$ cat src/rtl/commit_unit_np.sv
// commit_unit_np: in-order retire stage for up to four scoreboard ports.
// Decides which head entries retire each cycle and drives the register-file
// write enables. Drives the LSU/CSR commit strobes and exception reporting.
// Holds a SYS FSM that drains pending stores before a fence retires, and
// keeps the retired-instruction counter.
//
// Handshake: valid_i[i] means "the scoreboard offers entry i this cycle";
// commit_ack_o[i] is the acceptance. The entry retires in the cycle where
// both are high, and the scoreboard then advances. Acks always form a
// contiguous run starting at port 0.
module commit_unit_np #(
    parameter int unsigned NR_COMMIT_PORTS = 2,
    parameter int unsigned XLEN            = 64,
    parameter int unsigned TRANS_ID_BITS   = 3
) (
    input  logic                                          clk_i,
    input  logic                                          rst_i,
    input  logic                                          halt_i,
    input  logic                                          single_step_i,
    input  logic [NR_COMMIT_PORTS-1:0]                    valid_i,
    input  logic [NR_COMMIT_PORTS-1:0]                    ex_valid_i,
    input  logic [NR_COMMIT_PORTS-1:0]                    is_fpr_i,
    input  logic [NR_COMMIT_PORTS-1:0][2:0]               fu_i,
    input  logic [NR_COMMIT_PORTS-1:0][1:0]               sys_op_i,
    input  logic [NR_COMMIT_PORTS-1:0][4:0]               rd_i,
    input  logic [NR_COMMIT_PORTS-1:0][XLEN-1:0]          result_i,
    input  logic [NR_COMMIT_PORTS-1:0][4:0]               fflags_i,
    input  logic [NR_COMMIT_PORTS-1:0][TRANS_ID_BITS-1:0] trans_id_i,
    input  logic                                          lsu_ready_i,
    input  logic                                          no_st_pending_i,
    input  logic                                          csr_ex_i,
    input  logic [XLEN-1:0]                               csr_rdata_i,
    output logic [NR_COMMIT_PORTS-1:0]                    commit_ack_o,
    output logic [NR_COMMIT_PORTS-1:0]                    we_gpr_o,
    output logic [NR_COMMIT_PORTS-1:0]                    we_fpr_o,
    output logic [NR_COMMIT_PORTS-1:0][4:0]               waddr_o,
    output logic [NR_COMMIT_PORTS-1:0][XLEN-1:0]          wdata_o,
    output logic                                          commit_lsu_o,
    output logic                                          commit_csr_o,
    output logic                                          fflags_we_o,
    output logic [4:0]                                    fflags_o,
    output logic                                          fence_o,
    output logic                                          fence_i_o,
    output logic                                          sfence_vma_o,
    output logic                                          exception_o,
    output logic [TRANS_ID_BITS-1:0]                      commit_trans_id_o,
    output logic                                          commit_ld_valid_o,
    output logic [XLEN-1:0]                               instret_o,
    output logic                                          sys_state_o
);

    localparam int unsigned N = NR_COMMIT_PORTS;

    localparam logic [2:0] FU_LOAD  = 3'd1;
    localparam logic [2:0] FU_STORE = 3'd2;
    localparam logic [2:0] FU_CSR   = 3'd5;
    localparam logic [2:0] FU_FPU   = 3'd6;
    localparam logic [2:0] FU_SYS   = 3'd7;

    typedef enum logic {
        S_IDLE  = 1'b0,
        S_DRAIN = 1'b1
    } sys_state_e;

    sys_state_e         state_q, state_d;
    logic [N-1:0]       ack, we_gpr, we_fpr;
    logic [N-1:0][XLEN-1:0] wdata;
    logic               lsu_commit, csr_commit, fflags_we, exception;
    logic               fence_p, fence_i_p, sfence_p;
    logic [4:0]         fflags;
    logic [XLEN-1:0]    instret_q, ack_count;
    logic               younger_ok, eligible, blocked, store_used;
    logic               unused_hi;

    // Ports above 0 may only retire alongside an ordinary port-0 op.
    assign younger_ok = !single_step_i && (fu_i[0] != FU_CSR) && (fu_i[0] != FU_SYS);

    // Only port 0's SYS op and trans-id matter; the others are ignored.
    assign unused_hi = ^{sys_op_i, trans_id_i};

    // Ack selection and SYS FSM next state: in-order, one store per cycle.
    always_comb begin
        state_d    = state_q;
        ack        = '0;
        lsu_commit = 1'b0;
        fence_p    = 1'b0;
        fence_i_p  = 1'b0;
        sfence_p   = 1'b0;
        eligible   = 1'b0;
        blocked    = 1'b0;
        store_used = 1'b0;
        case (state_q)
            S_IDLE: begin
                if (valid_i[0] && !ex_valid_i[0] && !halt_i && fu_i[0] == FU_SYS) begin
                    // Hold the SYS op until stores have drained.
                    state_d = S_DRAIN;
                end else begin
                    for (int i = 0; i < N; i++) begin
                        eligible = valid_i[i] && !ex_valid_i[i] && !halt_i;
                        if (i != 0)
                            eligible = eligible && younger_ok &&
                                       (fu_i[i] != FU_CSR) && (fu_i[i] != FU_SYS);
                        if (fu_i[i] == FU_CSR && csr_ex_i)
                            eligible = 1'b0;
                        if (fu_i[i] == FU_SYS)
                            eligible = 1'b0;
                        if (fu_i[i] == FU_STORE && (store_used || !lsu_ready_i))
                            eligible = 1'b0;
                        if (blocked || !eligible) begin
                            blocked = 1'b1;
                        end else begin
                            ack[i] = 1'b1;
                            if (fu_i[i] == FU_STORE)
                                store_used = 1'b1;
                        end
                    end
                    lsu_commit = store_used;
                end
            end
            S_DRAIN: begin
                if (!valid_i[0]) begin
                    // Entry was flushed: abandon the SYS op silently.
                    state_d = S_IDLE;
                end else if (no_st_pending_i && !halt_i && !ex_valid_i[0]) begin
                    ack[0]  = 1'b1;
                    state_d = S_IDLE;
                    case (sys_op_i[0])
                        2'd1:    fence_p   = 1'b1;
                        2'd2:    fence_i_p = 1'b1;
                        2'd3:    sfence_p  = 1'b1;
                        default: ;
                    endcase
                end
            end
            default: state_d = S_IDLE;
        endcase
    end

    // Write-back enables, data mux, fflags accumulation and retire count.
    always_comb begin
        we_gpr    = '0;
        we_fpr    = '0;
        fflags    = '0;
        fflags_we = 1'b0;
        wdata     = result_i;
        ack_count = '0;
        for (int i = 0; i < N; i++) begin
            if (ack[i] && fu_i[i] != FU_STORE && fu_i[i] != FU_SYS) begin
                if (is_fpr_i[i])
                    we_fpr[i] = 1'b1;
                else
                    we_gpr[i] = 1'b1;
            end
            if (ack[i] && fu_i[i] == FU_FPU) begin
                fflags    = fflags | fflags_i[i];
                fflags_we = 1'b1;
            end
            ack_count = ack_count + {{(XLEN-1){1'b0}}, ack[i]};
        end
        csr_commit = ack[0] && (fu_i[0] == FU_CSR);
        if (fu_i[0] == FU_CSR)
            wdata[0] = csr_rdata_i;
        exception = valid_i[0] && !halt_i &&
                    (ex_valid_i[0] || (fu_i[0] == FU_CSR && csr_ex_i));
    end

    // SYS state and retired-instruction counter.
    always_ff @(posedge clk_i) begin
        if (rst_i) begin
            state_q   <= S_IDLE;
            instret_q <= '0;
        end else begin
            state_q   <= state_d;
            instret_q <= instret_q + ack_count;
        end
    end

    // Output stage: everything held at zero while reset is asserted.
    always_comb begin
        commit_ack_o      = '0;
        we_gpr_o          = '0;
        we_fpr_o          = '0;
        waddr_o           = '0;
        wdata_o           = '0;
        commit_lsu_o      = 1'b0;
        commit_csr_o      = 1'b0;
        fflags_we_o       = 1'b0;
        fflags_o          = '0;
        fence_o           = 1'b0;
        fence_i_o         = 1'b0;
        sfence_vma_o      = 1'b0;
        exception_o       = 1'b0;
        commit_trans_id_o = '0;
        commit_ld_valid_o = 1'b0;
        instret_o         = '0;
        sys_state_o       = 1'b0;
        if (!rst_i) begin
            commit_ack_o      = ack;
            we_gpr_o          = we_gpr;
            we_fpr_o          = we_fpr;
            waddr_o           = rd_i;
            wdata_o           = wdata;
            commit_lsu_o      = lsu_commit;
            commit_csr_o      = csr_commit;
            fflags_we_o       = fflags_we;
            fflags_o          = fflags;
            fence_o           = fence_p;
            fence_i_o         = fence_i_p;
            sfence_vma_o      = sfence_p;
            exception_o       = exception;
            commit_trans_id_o = trans_id_i[0];
            commit_ld_valid_o = valid_i[0] && (fu_i[0] == FU_LOAD);
            instret_o         = instret_q;
            sys_state_o       = (state_q == S_DRAIN);
        end
    end

endmodule

$ cat config.mk
export PLATFORM = sky130hd
export DESIGN_NAME = commit_unit_np
export DESIGN_NICKNAME = d
export VERILOG_FILES = /design/src/rtl/commit_unit_np.sv
export SDC_FILE = /design/constraint.sdc
export NUM_CORES = 1
export LEC_CHECK = 0
export ABC_AREA = 1
export BUFFER_PORTS_ARGS = -buffer_cell sky130_fd_sc_hd__buf_4
export CAP_MARGIN = 10
export CORE_AREA = 10 10 171 173
export CTS_BUF_LIST = sky130_fd_sc_hd__clkbuf_4 sky130_fd_sc_hd__clkbuf_8 sky130_fd_sc_hd__clkbuf_16
export CTS_CLUSTER_SIZE = 20
export DETAILED_ROUTE_END_ITERATION = 10
export DIE_AREA = 0 0 181 183
export GPL_TIMING_DRIVEN = 0
export PLACE_DENSITY_LB_ADDON = 0.25
export SLEW_MARGIN = 30
export SYNTH_ARGS = -nofsm -noshare
export SYNTH_HDL_FRONTEND = slang
export SYNTH_SLANG_ARGS = --single-unit
$ cat constraint.sdc
create_clock -name clk_i -period 6.7 [get_ports clk_i]
set_clock_uncertainty 0.05 [all_clocks]
set_input_delay 1.675 -clock clk_i [delete_from_list [all_inputs] [get_ports clk_i]]
set_output_delay 1.675 -clock clk_i [all_outputs]
set_load 0.02 [all_outputs]
**After elaboration in Yosys (flattened, before gate mapping)**

Index checks and enable logic that the tools add are counted.

- Add/sub/neg operators: 2
- Equal/unequal tests: 18
- Muxes and demuxes: 74
- Bitwise operators: 2
- Reductions and logical operators: 35

Operators by type and width:

| cell | count |
|---|---|
| 128-bit two-way mux | 1 |
| 64-bit two-way mux | 2 |
| 64-bit by 2-bit adder with 64-bit output | 1 |
| 1-bit two-way mux | 60 |
| 1-bit logical AND | 26 |
| 3-bit == test (second input constant) | 6 |
| 5-bit two-way mux | 3 |
| 3-bit inequality test (second input constant) | 4 |
| 10-bit two-way mux | 1 |
| 2-bit two-way mux | 4 |
| 3-bit by 2-bit == test with 1-bit output (second input constant) | 2 |
| 1-bit zero test | 6 |
| 3-bit by 2-bit inequality test with 1-bit output (second input constant) | 2 |
| 5-bit bitwise OR | 1 |
| 2-bit == test (second input constant) | 2 |
| 1-bit one-hot mux with 2 select lines | 2 |
| 3-bit by 1-bit == test with 1-bit output (second input constant) | 1 |
| 1-bit logical OR | 3 |
| 3-bit two-way mux | 1 |
| 1-bit by 1-bit adder with 2-bit output | 1 |
| 2-bit by 1-bit == test with 1-bit output (second input constant) | 1 |
| 1-bit NOT | 1 |

- Register bits after elaboration: 65
- Input port bits: 241
- Word-level logic and storage cells: 133

**Logic depth before layout (Yosys ltp)**

- Depth in word-level cells: 26
- Gate-level depth with buffers: 24

**Worst setup path after synthesis**

OpenSTA, ideal clock, no wires.

- Kind: in2out
- From: input ex_valid_i[0]
- To: output we_fpr_o[1]
- Arrival: 3208 ps
- Path slack: 1767 ps
- Stages on the path: 9
- Path through: inv_1 -> nand2_1 -> nor2_1 -> nand4_1 -> nor2_1 -> nand2_1 -> nor2_1 -> inv_1 -> nor3b_1

- Word-level cells in the longest chain between the ends: 25
- Elaborated cells between the ends (all ways): 29
- Classes of those cells: 19 x mux; 10 x reduce/logical

RTL lines:

| element | line | text |
|---|---|---|
| start: declaration | 21 | `input logic [NR_COMMIT_PORTS-1:0] ex_valid_i,` |
| 1-bit zero test * | 94, 99 |  |
| 1-bit logical AND * (2 in a row) | 94, 99 |  |
| 1-bit two-way mux | 103 | `if (fu_i[i] == FU_CSR && csr_ex_i)` |
| 1-bit two-way mux | 105 | `if (fu_i[i] == FU_SYS)` |
| 1-bit two-way mux | 107 | `if (fu_i[i] == FU_STORE && (store_used \|\| !lsu_ready_i))` |
| 1-bit two-way mux | 94 | `if (valid_i[0] && !ex_valid_i[0] && !halt_i && fu_i[0] == FU_SYS) begin` |
| 1-bit two-way mux | 92 | `case (state_q)` |
| 1-bit two-way mux | 109 | `if (blocked \|\| !eligible) begin` |
| (+7 left out) | n/a |  |
| 1-bit zero test | 109 |  |
| 1-bit logical OR | 109 |  |
| 1-bit two-way mux | 109 |  |
| 2-bit two-way mux * | 94 |  |
| 1-bit two-way mux * | 92 |  |
| 1-bit logical AND * (2 in a row) | 148 | `if (ack[i] && fu_i[i] != FU_STORE && fu_i[i] != FU_SYS) begin` |
| 1-bit two-way mux * | 148 |  |
| 2-bit two-way mux * | 197 | `if (!rst_i) begin` |
| end: declaration | 35 | `output logic [NR_COMMIT_PORTS-1:0] we_fpr_o,` |

Every way passes the cells marked *; elsewhere a longest branch is shown, timed or not. The select of a mux whose other input is x is not followed.

==> reports/metrics.yaml <==
drt:
  wl_per_cell_um: 19.0
  drc: 0
  vias_per_cell: 4.54
  postRouteAntennaNets: 0
  drtIter0Drc: 534
  first_pass_iters: 5
  num_vias: 8849
  totalWireLength_um: 37100
power_and_ir_drop:
  cellPowerDensity_nw_per_um2: 125
  switching_share_pct: 30.2
  seqPwrFrac_pct: 30.4
  p_comb_share_pct: 29.7
  power_frac_clock_pct: 39.9
  ir_worst_vdd_mv: 0.0854
  p_sw_mw: 0.386
  p_leak_nw: 4.98
  cellInternalPower_mw: 0.890
worst_hold_path:
  worstHoldStart: "instret_q[63]$_SDFF_PP0_"
  holdPathEnd: "instret_q[63]$_SDFF_PP0_"
  hold_class: "register to register"
  hold_depth: 2
critical_path:
  cp_max_fo: 10
  rrSetupSlack_ns: 3.50
  crit_path_end_kind: "output pin"
  crit_arrival_ns: 3.83
  worstPathRequired_ns: 4.97
  reg2reg_depth: 14
  rr_endpoint: "instret_q[46]$_SDFF_PP0_"
  cp-start-kind: "primary input"
  path_class: "primary input to output pin"
  reg2reg_from: "state_q$_SDFF_PP0_"
clocking:
  cts_root_buf: "clkbuf_16"
  cts_tree: "yes"
  cts_resized: 0
  path_clk_slew_ns: 0.05
  cts_setup_buffers: 0
  cts_buffer_depth: 2
  cts_hold_buf: 0
  h-tree-depth: 3
  clk_latency_ns: 0.34
  cts.sink_count: 65
  cts_buffers: 9
sta:
  tightest_slew_ns: 0.935
  drv_slew: 0
  rsz0062_at_grt: "false"
  finalCritPeriodShare_pct: 82.9
  fin_tns_setup_ns: 0
  layout_setup_ws_ns: 1.15
  relSlewSlack_pct: 37.7
  report.final.setup_viol: 0
  hold_ws_ns: 0.413
  clock.fmax_mhz: 180
  finalCriticalPeriod_ns: 5.55
  finalHoldViolations: 0
placement:
  io_buffers: 459
  placed_cell_area_um2: 9860
  place_inst: 1933
  dp_hpwl_um: 32500
  dp_slack_ns: 1.05
  gp_congestion: 0.949
yosys:
  synth_common_cells: "nor2_1 (386), inv_1 (190), nand2_1 (139)"
  async_reset_ff_share_pct: 0
  ys_types: 35
  synth-edff-count: 0
  yosys_most_used_dff: "dfxtp_1"
  yosysTopAreaCell: "nor2_1"
  syn_area_per_cell_um2: 5.27
  syn_area_um2: 6000
  yosysMostFrequentCell: "nor2_1"
  yosys_warnings: 0
  synth.top_cell.area_share_pct: 24.2
  synth_seq_area_share_pct: 21.7
  ys_seq_elements: 65
  syn-num-nets: 1382
  synth_area_leaders: "nor2_1 (24%), dfxtp_1 (22%), inv_1 (12%)"
  synthCells: 1139
layout:
  syn_to_final_growth_pct: 69.7
  fill_cells: 2883
  num-nets-final: 1852
  antenna_cells_inserted: 0
  final_cell_area_um2: 10200
  final_cells: 1949
  drive_gt1_share_pct: 31.7
grt:
  antenna_found_initial: 1
  grt_max_degree: 11
  overflow: 0
  first_global_vias: 8786
  track_usage_pct: 21.0
  grt_pass1_wl_um: 53900
floorplanning:
  rows: 59
  start_util_pct: 23.3
  die-width_um: 181
  core_um2: 25800
  die_area_um2: 33100
  ioPinCount: 466
  dieHeight_um: 183
run:
  maxCapViolCount: 0
outcome:
  status: "finished, final reports clean"
==> how the worst max path moves through the flow <==
stage / startpoint / to / cells past startpoint
after global placement: rst_i / wdata_o[1] / 7
after global routing: rst_i / wdata_o[4] / 7
after CTS: rst_i / wdata_o[1] / 7
after floorplan: ex_valid_i[0] / we_fpr_o[1] / 9
final: rst_i / wdata_o[1] / 7
after detailed placement: rst_i / wdata_o[1] / 7
==> power by group through the flow <==
stage / clock network [mW] / registers, mW / logic [mW]
2_1_floorplan: 0 / 0.396 / 0.150
3_3_place_gp: 0 / 0.396 / 0.380
3_5_place_dp: 0 / 0.396 / 0.382
4_1_cts: 0.514 / 0.387 / 0.383
5_1_grt: 0.529 / 0.387 / 0.409
6_report: 0.509 / 0.387 / 0.379
==> layer usage <==
| metal | GRT usage, % | part of all wire, % | routed length (um) | vias up |
|---|---|---|---|---|
| met1 | 24.0 | 40 | 14800 | 3979 |
| met5 | 0 | 0 | 0 | - |
| met3 | 7.15 | 9.0 | 3340 | 32 |
| met2 | 37.4 | 49 | 18300 | 359 |
| met4 | 3.94 | 1.7 | 631 | 0 |
| li1 | - | - | - | 4479 |
==> registers in the layout, indices dropped and copies added (netlist names) <==
name	flops
instret_q	64
state_q	1
==> per-stage QoR <==
stage	power, mW	util [%]
6_report	1.28	39.5
2_1_floorplan	0.546	-
3_5_place_dp	0.778	38.3
3_3_place_gp	0.776	38.3
4_1_cts	1.28	39.5
5_1_grt	1.33	39.5
==> critical path, stage by stage <==
cell	delay (ns)
clkbuf_1	0.24
inv_1	0.18
clkbuf_1	0.47
clkbuf_1	0.66
o21ai_0	0.27
nor2_1	0.16
buf_4	0.16
==> cell type report <==
cell class	instances	area (um^2)	share of cell area, %
Tap cell	335	419	4.12
Inverter	196	736	7.23
Multi-Input combinational cell	833	3790	37.2
Timing Repair Buffer	459	3450	33.9
Clock buffer	14	282	2.77
Clock inverter	2	35.0	0.344
Buffer	45	170	1.67
Sequential cell	65	1300	12.8
==> kinds of logic after synthesis <==
kind of cell | synth area share [%]
buf+inv | 15.1
compound gates | 12.0
simple gates | 49.6
fa+ha+maj | 0.542
flops | 21.7
xor+xnor | 1.02
==> placed cells by master (no fill, tap or decap), types with 5 or more instances in the layout <==
master	n
a21oi_1	53
buf_1	5
buf_4	459
clkbuf_1	39
clkbuf_16	9
dfxtp_1	65
inv_1	190
inv_2	5
nand2_1	139
nand3_1	45
nand4_1	36
nor2_1	386
nor3_1	41
o21ai_0	83
xor2_1	7
(Power assumes the default switching activity.)
